**config.mk**
```make
export PLATFORM = sky130hd
export DESIGN_NAME = restore_quot_collect
export DESIGN_NICKNAME = d
export VERILOG_FILES = /design/src/rtl/restore_div_pkg.sv /design/src/rtl/restore_res_fifo.sv /design/src/rtl/restore_quot_collect.sv
export SDC_FILE = /design/constraint.sdc
export NUM_CORES = 1
export LEC_CHECK = 0
export BUFFER_PORTS_ARGS = -buffer_cell sky130_fd_sc_hd__buf_2
export CAP_MARGIN = 20
export CORE_MARGIN = 2
export CORE_UTILIZATION = 40
export DETAILED_ROUTE_END_ITERATION = 8
export SYNTH_ARGS = -nofsm -noshare
export SYNTH_HDL_FRONTEND = slang
export SYNTH_HIERARCHICAL = 1
export SYNTH_SLANG_ARGS = --single-unit
```
**constraint.sdc**
```tcl
create_clock -name clk -period 5.45 [get_ports clk]
set_input_delay 0.8175 -clock clk [delete_from_list [all_inputs] [get_ports clk]]
set_output_delay 0.8175 -clock clk [all_outputs]
set_load 0.01 [all_outputs]
```
**src/rtl/restore_div_pkg.sv**
```systemverilog
// Shared constants and result record for the restoring-divider quotient collector.
package restore_div_pkg;

    localparam int DEF_WIDTH = 4;

    function automatic int STAGES_OF(input int width);
        return 2 * width + 1;
    endfunction

    function automatic int REM_W_OF(input int width);
        return 3 * width;
    endfunction

    localparam int DEF_STAGES = STAGES_OF(DEF_WIDTH);
    localparam int REM_W      = REM_W_OF(DEF_WIDTH);

    typedef struct packed {
        logic [DEF_STAGES-1:0] quot;
        logic [DEF_WIDTH-1:0]  rem;
        logic                  dz;
    } res_t;

endpackage

```
**src/rtl/restore_res_fifo.sv**
```systemverilog
// Result FIFO for the quotient collector; a push into a full FIFO succeeds only with a same-cycle pop.
module restore_res_fifo
    import restore_div_pkg::*;
#(
    parameter int DATA_W = 8,
    parameter int DEPTH  = 4
) (
    input  logic                     clk,
    input  logic                     rst_n,
    input  logic                     push,
    input  logic [DATA_W-1:0]        din,
    input  logic                     pop,
    output logic [DATA_W-1:0]        dout,
    output logic                     full,
    output logic                     empty,
    output logic [$clog2(DEPTH):0]   level
);

    localparam int AW = $clog2(DEPTH);
    localparam logic [AW:0] FULL_LVL = (AW + 1)'(DEPTH);

    logic [DATA_W-1:0] mem [DEPTH];
    logic [AW-1:0]     wr_ptr;
    logic [AW-1:0]     rd_ptr;
    logic              do_push;
    logic              do_pop;

    assign full    = (level == FULL_LVL);
    assign empty   = (level == '0);
    assign do_pop  = pop && !empty;
    assign do_push = push && (!full || pop);
    assign dout    = mem[rd_ptr];

    // Storage is cleared on reset so the head reads as zero until the first push.
    always_ff @(posedge clk or negedge rst_n) begin
        if (!rst_n) begin
            for (int i = 0; i < DEPTH; i++) begin
                mem[i] <= '0;
            end
        end else if (do_push) begin
            mem[wr_ptr] <= din;
        end
    end

    always_ff @(posedge clk or negedge rst_n) begin
        if (!rst_n) begin
            wr_ptr <= '0;
            rd_ptr <= '0;
            level  <= '0;
        end else begin
            if (do_push) begin
                wr_ptr <= wr_ptr + 1'b1;
            end
            if (do_pop) begin
                rd_ptr <= rd_ptr + 1'b1;
            end
            case ({do_push, do_pop})
                2'b10:   level <= level + 1'b1;
                2'b01:   level <= level - 1'b1;
                default: level <= level;
            endcase
        end
    end

endmodule

```
**src/rtl/restore_quot_collect.sv**
```systemverilog
// Deskews per-stage quotient bits of a restoring divider and queues aligned results.
// Optional divide-by-zero tagging is built when RESTORE_COLLECT_DZ_EN is defined.
module restore_quot_collect
    import restore_div_pkg::*;
#(
    parameter int WIDTH  = 4,
    parameter int STAGES = STAGES_OF(WIDTH),
    parameter int DEPTH  = 4
) (
    input  logic                     clk,
    input  logic                     rst_n,
    input  logic                     in_valid,
    input  logic [STAGES-1:0]        q_bits,
    input  logic [3*WIDTH-1:0]       rem_din,
`ifdef RESTORE_COLLECT_DZ_EN
    input  logic                     in_dz,
    output logic                     out_dz,
`endif
    output logic                     out_valid,
    input  logic                     out_ready,
    output logic [STAGES-1:0]        out_quot,
    output logic [WIDTH-1:0]         out_rem,
    output logic                     overflow,
    output logic [$clog2(DEPTH):0]   level
);

    localparam int VD = STAGES - 1;
`ifdef RESTORE_COLLECT_DZ_EN
    localparam int DW = STAGES + WIDTH + 1;
`else
    localparam int DW = STAGES + WIDTH;
`endif

    logic [STAGES-1:0] aligned_quot;
    logic [VD-1:0]     vld_sr;
    logic              aligned_vld;
    logic [DW-1:0]     push_data;
    logic [DW-1:0]     fifo_dout;
    logic              fifo_full;
    logic              fifo_empty;
    logic              pop;
    logic              rem_unused;

    assign rem_unused = ^rem_din[3*WIDTH-1:WIDTH];

    // Stage i fires i cycles after stage 0, so it waits STAGES-1-i cycles to meet the remainder.
    genvar gi;
    generate
        for (gi = 0; gi < STAGES; gi++) begin : g_deskew
            localparam int D = STAGES - 1 - gi;
            if (D == 0) begin : g_direct
                assign aligned_quot[STAGES-1-gi] = q_bits[gi];
            end else if (D == 1) begin : g_one
                logic dly;
                always_ff @(posedge clk or negedge rst_n) begin
                    if (!rst_n) dly <= 1'b0;
                    else        dly <= q_bits[gi];
                end
                assign aligned_quot[STAGES-1-gi] = dly;
            end else begin : g_chain
                logic [D-1:0] dly;
                always_ff @(posedge clk or negedge rst_n) begin
                    if (!rst_n) dly <= '0;
                    else        dly <= {dly[D-2:0], q_bits[gi]};
                end
                assign aligned_quot[STAGES-1-gi] = dly[D-1];
            end
        end
    endgenerate

    always_ff @(posedge clk or negedge rst_n) begin
        if (!rst_n) vld_sr <= '0;
        else        vld_sr <= {vld_sr[VD-2:0], in_valid};
    end

    assign aligned_vld = vld_sr[VD-1];

`ifdef RESTORE_COLLECT_DZ_EN
    logic [VD-1:0] dz_sr;
    logic          aligned_dz;

    always_ff @(posedge clk or negedge rst_n) begin
        if (!rst_n) dz_sr <= '0;
        else        dz_sr <= {dz_sr[VD-2:0], in_valid & in_dz};
    end

    assign aligned_dz = dz_sr[VD-1];
    assign push_data  = {aligned_dz,
                         aligned_dz ? {STAGES{1'b1}} : aligned_quot,
                         rem_din[WIDTH-1:0]};
    assign {out_dz, out_quot, out_rem} = fifo_dout;
`else
    assign push_data = {aligned_quot, rem_din[WIDTH-1:0]};
    assign {out_quot, out_rem} = fifo_dout;
`endif

    assign out_valid = !fifo_empty;
    assign pop       = out_valid && out_ready;

    restore_res_fifo #(
        .DATA_W (DW),
        .DEPTH  (DEPTH)
    ) u_fifo (
        .clk    (clk),
        .rst_n  (rst_n),
        .push   (aligned_vld),
        .din    (push_data),
        .pop    (pop),
        .dout   (fifo_dout),
        .full   (fifo_full),
        .empty  (fifo_empty),
        .level  (level)
    );

    // A result is lost only when the FIFO is full and nothing leaves in the same cycle.
    always_ff @(posedge clk or negedge rst_n) begin
        if (!rst_n) begin
            overflow <= 1'b0;
        end else if (aligned_vld && fifo_full && !pop) begin
            overflow <= 1'b1;
        end
    end

endmodule

```
# Yosys cells after proc, flatten, opt, wreduce, memory -nomap -nowiden

Index checks and enable logic that the tools add are counted.

Logic and storage cells: 48
Memories: 0
Bits of input ports: 25
Output and inout port bits: 18
Bits in read-only memories: 0
Latch bits: 0
RAM bits: 0
Register bits: 104

Bitwise gates (word level): 2
Reductions and logical operators: 12
Div/mod/pow operators: 0
Equal/unequal tests: 3
$lt $le $gt $ge: 3
Muxes and demuxes: 7
Add/subtract/negate cells: 4
Shift operators: 0
$mul: 0

Operator list:

| operator            | number |
|---|---|
| $bwmux 52           | 1 |
| $mux 13             | 3 |
| $bmux 13 s2         | 1 |
| $demux 13 s2        | 1 |
| $ge 3x3->1 const B  | 2 |
| $logic_and 1x1->1   | 6 |
| $not 2->3           | 2 |
| $pmux 3 s2          | 1 |
| $add 2x1->2 const B | 2 |
| $add 3x1->3 const B | 1 |
| $eq 3x3->1 const B  | 1 |
| $logic_not 1->1     | 3 |
| $logic_not 3->1     | 1 |
| $lt 3x1->1 const B  | 1 |
| $sub 3x1->3 const B | 1 |
| $eq 2x1->1 const B  | 1 |
| $eq 2x2->1 const B  | 1 |
| $reduce_bool 2->1   | 1 |
| $logic_or 1x1->1    | 1 |

# Depth between registers and ports, before layout

Word-level depth: 7
Depth in mapped cells: 10
Depth with buffers taken out: 10

# By module

The synthesis kept the hierarchy.

By module, submodules not included:

| module               | sequential area each (µm²) | instances | area each (µm²) | cells an instance |
|---|---|---|---|---|
| restore_res_fifo     | 1,476.4                    | 1         | 2,672.6         | 165 |
| restore_quot_collect | 1,126.1                    | 1         | 1,158.6         | 49 |

# Worst setup path before layout

Ideal clock, no wire load.

Kind: input -> register
From: input out_ready
To: register u_fifo.level[2]
Cell stages on the path: 9
Arrival: 2,410 ps
Slack: 2,961 ps
Buffers on the path: 0
Library setup time: 79 ps
Cells stage by stage: nor2b_4 -> nor4b_4 -> nand2b_1 -> ha_1 -> inv_1 -> fa_1 -> xor2_1 -> nor2_1 -> xor2_1

Word-level cells in the longest chain between the ends: 5

Ends and longest elaborated chain:

| item                                            | line                       | text |
|---|---|---|
| from (decl)                                     | restore_quot_collect.sv:20 | `input logic out_ready,` |
| $logic_and 1x1->1 (*)                           | restore_quot_collect.sv:98 | `assign pop = out_valid && out_ready;` |
| $logic_or 1x1->1                                | restore_res_fifo.sv:31     | `assign do_push = push && (!full \|\| pop);` |
| $logic_and 1x1->1                               | restore_res_fifo.sv:31     |  |
| $eq 2x1->1 or $eq 2x2->1 (tied branches)        | restore_res_fifo.sv:57     | `case ({do_push, do_pop})` |
| $pmux 3 s2 or $reduce_bool 2->1 (tied branches) | n/a                        |  |
| to (signal assigned)                            | restore_res_fifo.sv:58     | `2'b10: level <= level + 1'b1;` |
| to (signal assigned)                            | restore_res_fifo.sv:59     | `2'b01: level <= level - 1'b1;` |
| to (signal assigned)                            | restore_res_fifo.sv:60     | `default: level <= level;` |
| to (decl)                                       | restore_res_fifo.sv:16     | `output logic [$clog2(DEPTH):0] level` |

Every way passes the cells marked *; elsewhere a longest branch is shown, timed or not.
A chain may end at the register's enable or synchronous reset.

# Worst setup path in the final report

From: register u_fifo.rd_ptr[0]
To: output out_quot[7]

Word-level cells in the longest chain between the ends: 4

Ends and longest elaborated chain:

| item                                       | line                       | text |
|---|---|---|
| from (decl)                                | restore_res_fifo.sv:24     | `logic [AW-1:0] rd_ptr;` |
| from (signal assigned)                     | restore_res_fifo.sv:55     | `rd_ptr <= rd_ptr + 1'b1;` |
| $not 2->3 (implied by the code)            | restore_res_fifo.sv:32     | `assign dout = mem[rd_ptr];` |
| $bmux 13 s2                                | restore_res_fifo.sv:32     |  |
| $mux 13 (implied by the code) (2 in a row) | restore_res_fifo.sv:32     |  |
| to (decl)                                  | restore_quot_collect.sv:21 | `output logic [STAGES-1:0] out_quot,` |

No other way between the ends. The select of a mux whose other input is x is not followed.

==> results.ini <==
[finish]
fin_nets = 288
n_antenna_cell = 0
fill_cells = 820
final_area_um2 = 4360
area_growth_pct = 13.7
drive_above_1_share_pct = 46.9
fin_cells = 391

[power]
ir_worst_vdd_mv = 0.217
power_leakage_nw = 1.91
powerDensity_nw_per_um2 = 576
power_w = 0.00251

[synth]
ys.warnings.count = 6
yosys_register_bits = 104
seq_area_frac_synth_pct = 67.9
synthCells = 214
ys_types = 22
synth_top_area_share_pct = 67.9
synth_fp_nets = 245
synth.cell_area_um2 = 3830
yosysTopAreaCell = dfrtp_1
synth_area_per_cell_um2 = 17.9
synthTopCellsByArea = dfrtp_1 68%, mux2_2 16%, mux4_2 7.6%, ha_1 1.6%, buf_6 0.88%

[critical_path]
crit_slowest_cell = dfrtp_1
crit_path_start_kind = flop
crit_path_max_fanout = 15
critPathRequiredTime_ps = 4630
cp_cell_sequence = mux4_2 > buf_2
cp.arrival_ps = 2130
slowest_delay_ps = 970
reg2reg_setup_slack_ps = 2750
rr_worst_depth = 10
critical_path.top_delay_family = flip-flops
critical_path_class = flop to output pin
reg2reg_to = u_fifo/level[2]$_DFFE_PN0P_
path_buf_inv = 1
end_kind = output pin
reg2reg_from = u_fifo/level[0]$_DFFE_PN0P_

[routing]
drtIter0Drc = 38
ant_nets = 0
drt_first_pass_iters = 4
wl_per_cell_um = 15.2
remaining_drc_errors = 0
dr_wl_met2_um = 2870
wl_met1_um = 2710
vias_per_cell = 4.71
highest_layer = met4
drt-total-wl_um = 5930
via_count = 1841
dr_wl_met3_um = 260

[clock_tree]
cts-hold-fix-buffers = 0
path_clk_slew_ps = 90
cts_resized = 0
insertion_delay_ps = 360
ctsHtreeMaxLevel = 3
clockBufferDepth = 2
cts_buffers = 9
ctsRootBufferMaster = clkbuf_8
cts_tree = built
post-cts-setup-buffer-count = 0
clock_sinks = 104

[timing]
rsz0062_at_grt = no
final.setup_skew_ps = 9.04
fin_crit_sh_pct = 54.1
holdWs_ps = 348
slew_headroom_pct = 36.9
slew_violations = 0
worst_pin_slew_ps = 946
fmax_ghz = 0.339
tns_ps = 0
fin_crit_ps = 2950
finalHoldViolCount = 0
setup_viol = 0

[global_routing]
track_usage_pct = 13.0
grt_pass1_wl_um = 9690
antenna_found_initial = 0
grt_max_degree = 58
grt_overflow = 0
grt_pass1_vias = 1939

[hold_path]
min_path_type = flop to flop
whs_endpoint = g_deskew[0].g_chain.dly[4]$_DFF_PN0_
hold_path_depth = 0
hp-start = g_deskew[0].g_chain.dly[3]$_DFF_PN0_

[placed_design]
numPortBuffers = 34
dp_cells = 375
post_dp_cell_area_um2 = 4150
place_hpwl_um = 3580
routabilityCongestion = 0.706

[die]
core-area_um2 = 9280
num_io_pins = 43
die_height_um = 102
die_area_um2 = 10400
floorplan.initialDensity_pct = 41.3
chipWidth_um = 102
fp-row-count = 35

[job]
drv_cap = 0

[run_status]
outcome = completed

final cells by class:
class / count / area, um^2 / area share [%]
sequential: 104 / 2600 / 59.8
multi-input combinational: 97 / 1150 / 26.4
timing repair buffer: 39 / 210 / 4.83
tap: 129 / 161 / 3.71
clock buffer: 12 / 155 / 3.56
clock inverter: 4 / 52.6 / 1.21
inverter: 6 / 22.5 / 0.517
cell usage in the layout, fill, tap and decap left out, types with 3 or more instances in the layout:
master    Yosys  routed
nor2_1        5       5
inv_1         6       6
nand2_1       6       6
buf_4         1       6
mux4_2       13      13
buf_2         2      33
clkbuf_8      0      11
mux2_2       53      53
xnor2_1       3       3
xor2_1        3       3
ha_1          5       5
dfrtp_1     104     104
kinds of logic after synthesis:
| kind of cell | synth area share, % |
|---|---|
| AOI/OAI and AO/OA | 0.523 |
| xor gates and xnor gates | 1.37 |
| adders and majority gates | 2.16 |
| buffers and inverters | 2.02 |
| DFF | 67.9 |
| muxes | 23.5 |
| and+or+nand+nor | 2.51 |
worst max-delay path by stage:
stage          slack [ps]  depth (start not counted)                     endpoint                         start
3_3_place_gp         2720                         10  u_fifo/level[2]$_DFFE_PN0P_                     out_ready
3_5_place_dp         2660                         10  u_fifo/level[2]$_DFFE_PN0P_                     out_ready
4_1_cts              2400                          2                  out_quot[8]  u_fifo/rd_ptr[0]$_DFFE_PN0P_
6_report             2500                          2                  out_quot[7]  u_fifo/rd_ptr[0]$_DFFE_PN0P_
2_1_floorplan        2960                          9  u_fifo/level[2]$_DFFE_PN0P_                     out_ready
5_1_grt              2320                          2                  out_quot[6]  u_fifo/rd_ptr[0]$_DFFE_PN0P_
report_power, final:
group | switching [W] | internal (W)
Clock | 0.000249 | 0.000239
Sequential | 0.000185 | 0.00102
Combinational | 0.000316 | 0.000501
sequential cells by signal, summed over array words and instances, names as in the netlist:
name,cells
vld_sr,8
u_fifo/mem,52
u_fifo/level,3
overflow,1
u_fifo/wr_ptr,2
g_deskew.g_one.dly,1
u_fifo/rd_ptr,2
g_deskew.g_chain.dly,35
cell usage after synthesis:
cell and instances:
inv_1 6, dfrtp_1 104, xnor2_1 3, o31a_1 1, nor2b_4 1, mux4_2 13
nor2_1 5, nand2b_1 1, nor3_1 1, buf_4 1, clkbuf_1 1, fa_1 1
nand2_1 6, mux2i_1 1, nor4b_4 1, ha_1 5, and3_1 1, buf_6 3
mux2_2 53, o21bai_2 1, xor2_1 3, buf_2 2
layer usage:
| layer | vias to the layer above | global-route usage, % |
|---|---|---|
| met2 | 29 | 20.0 |
| met4 | 0 | 4.31 |
| met1 | 979 | 16.6 |
| li1 | 826 | - |
| met3 | 7 | 5.88 |
| met5 | - | 0 |
per-stage QoR:
stage                     worst slack [ps]  utilization, %
after CTS                             2400            46.9
after floorplan                       2960               -
after global placement                2720            44.7
final                                 2500            46.9
after global routing                  2320            46.9
after detailed placement              2660            44.7
worst register-to-register path, stage by stage, from the launching register on:
cell      delay (ps)
dfrtp_1          480
nor3_1           420
nor2b_4          100
nor4b_4          340
nand2b_1         230
ha_1             200
inv_1             60
fa_1             380
xor2_1           150
nor2_1           120
xor2_1           150
No activity file was read; power rests on OpenSTA's default activity.
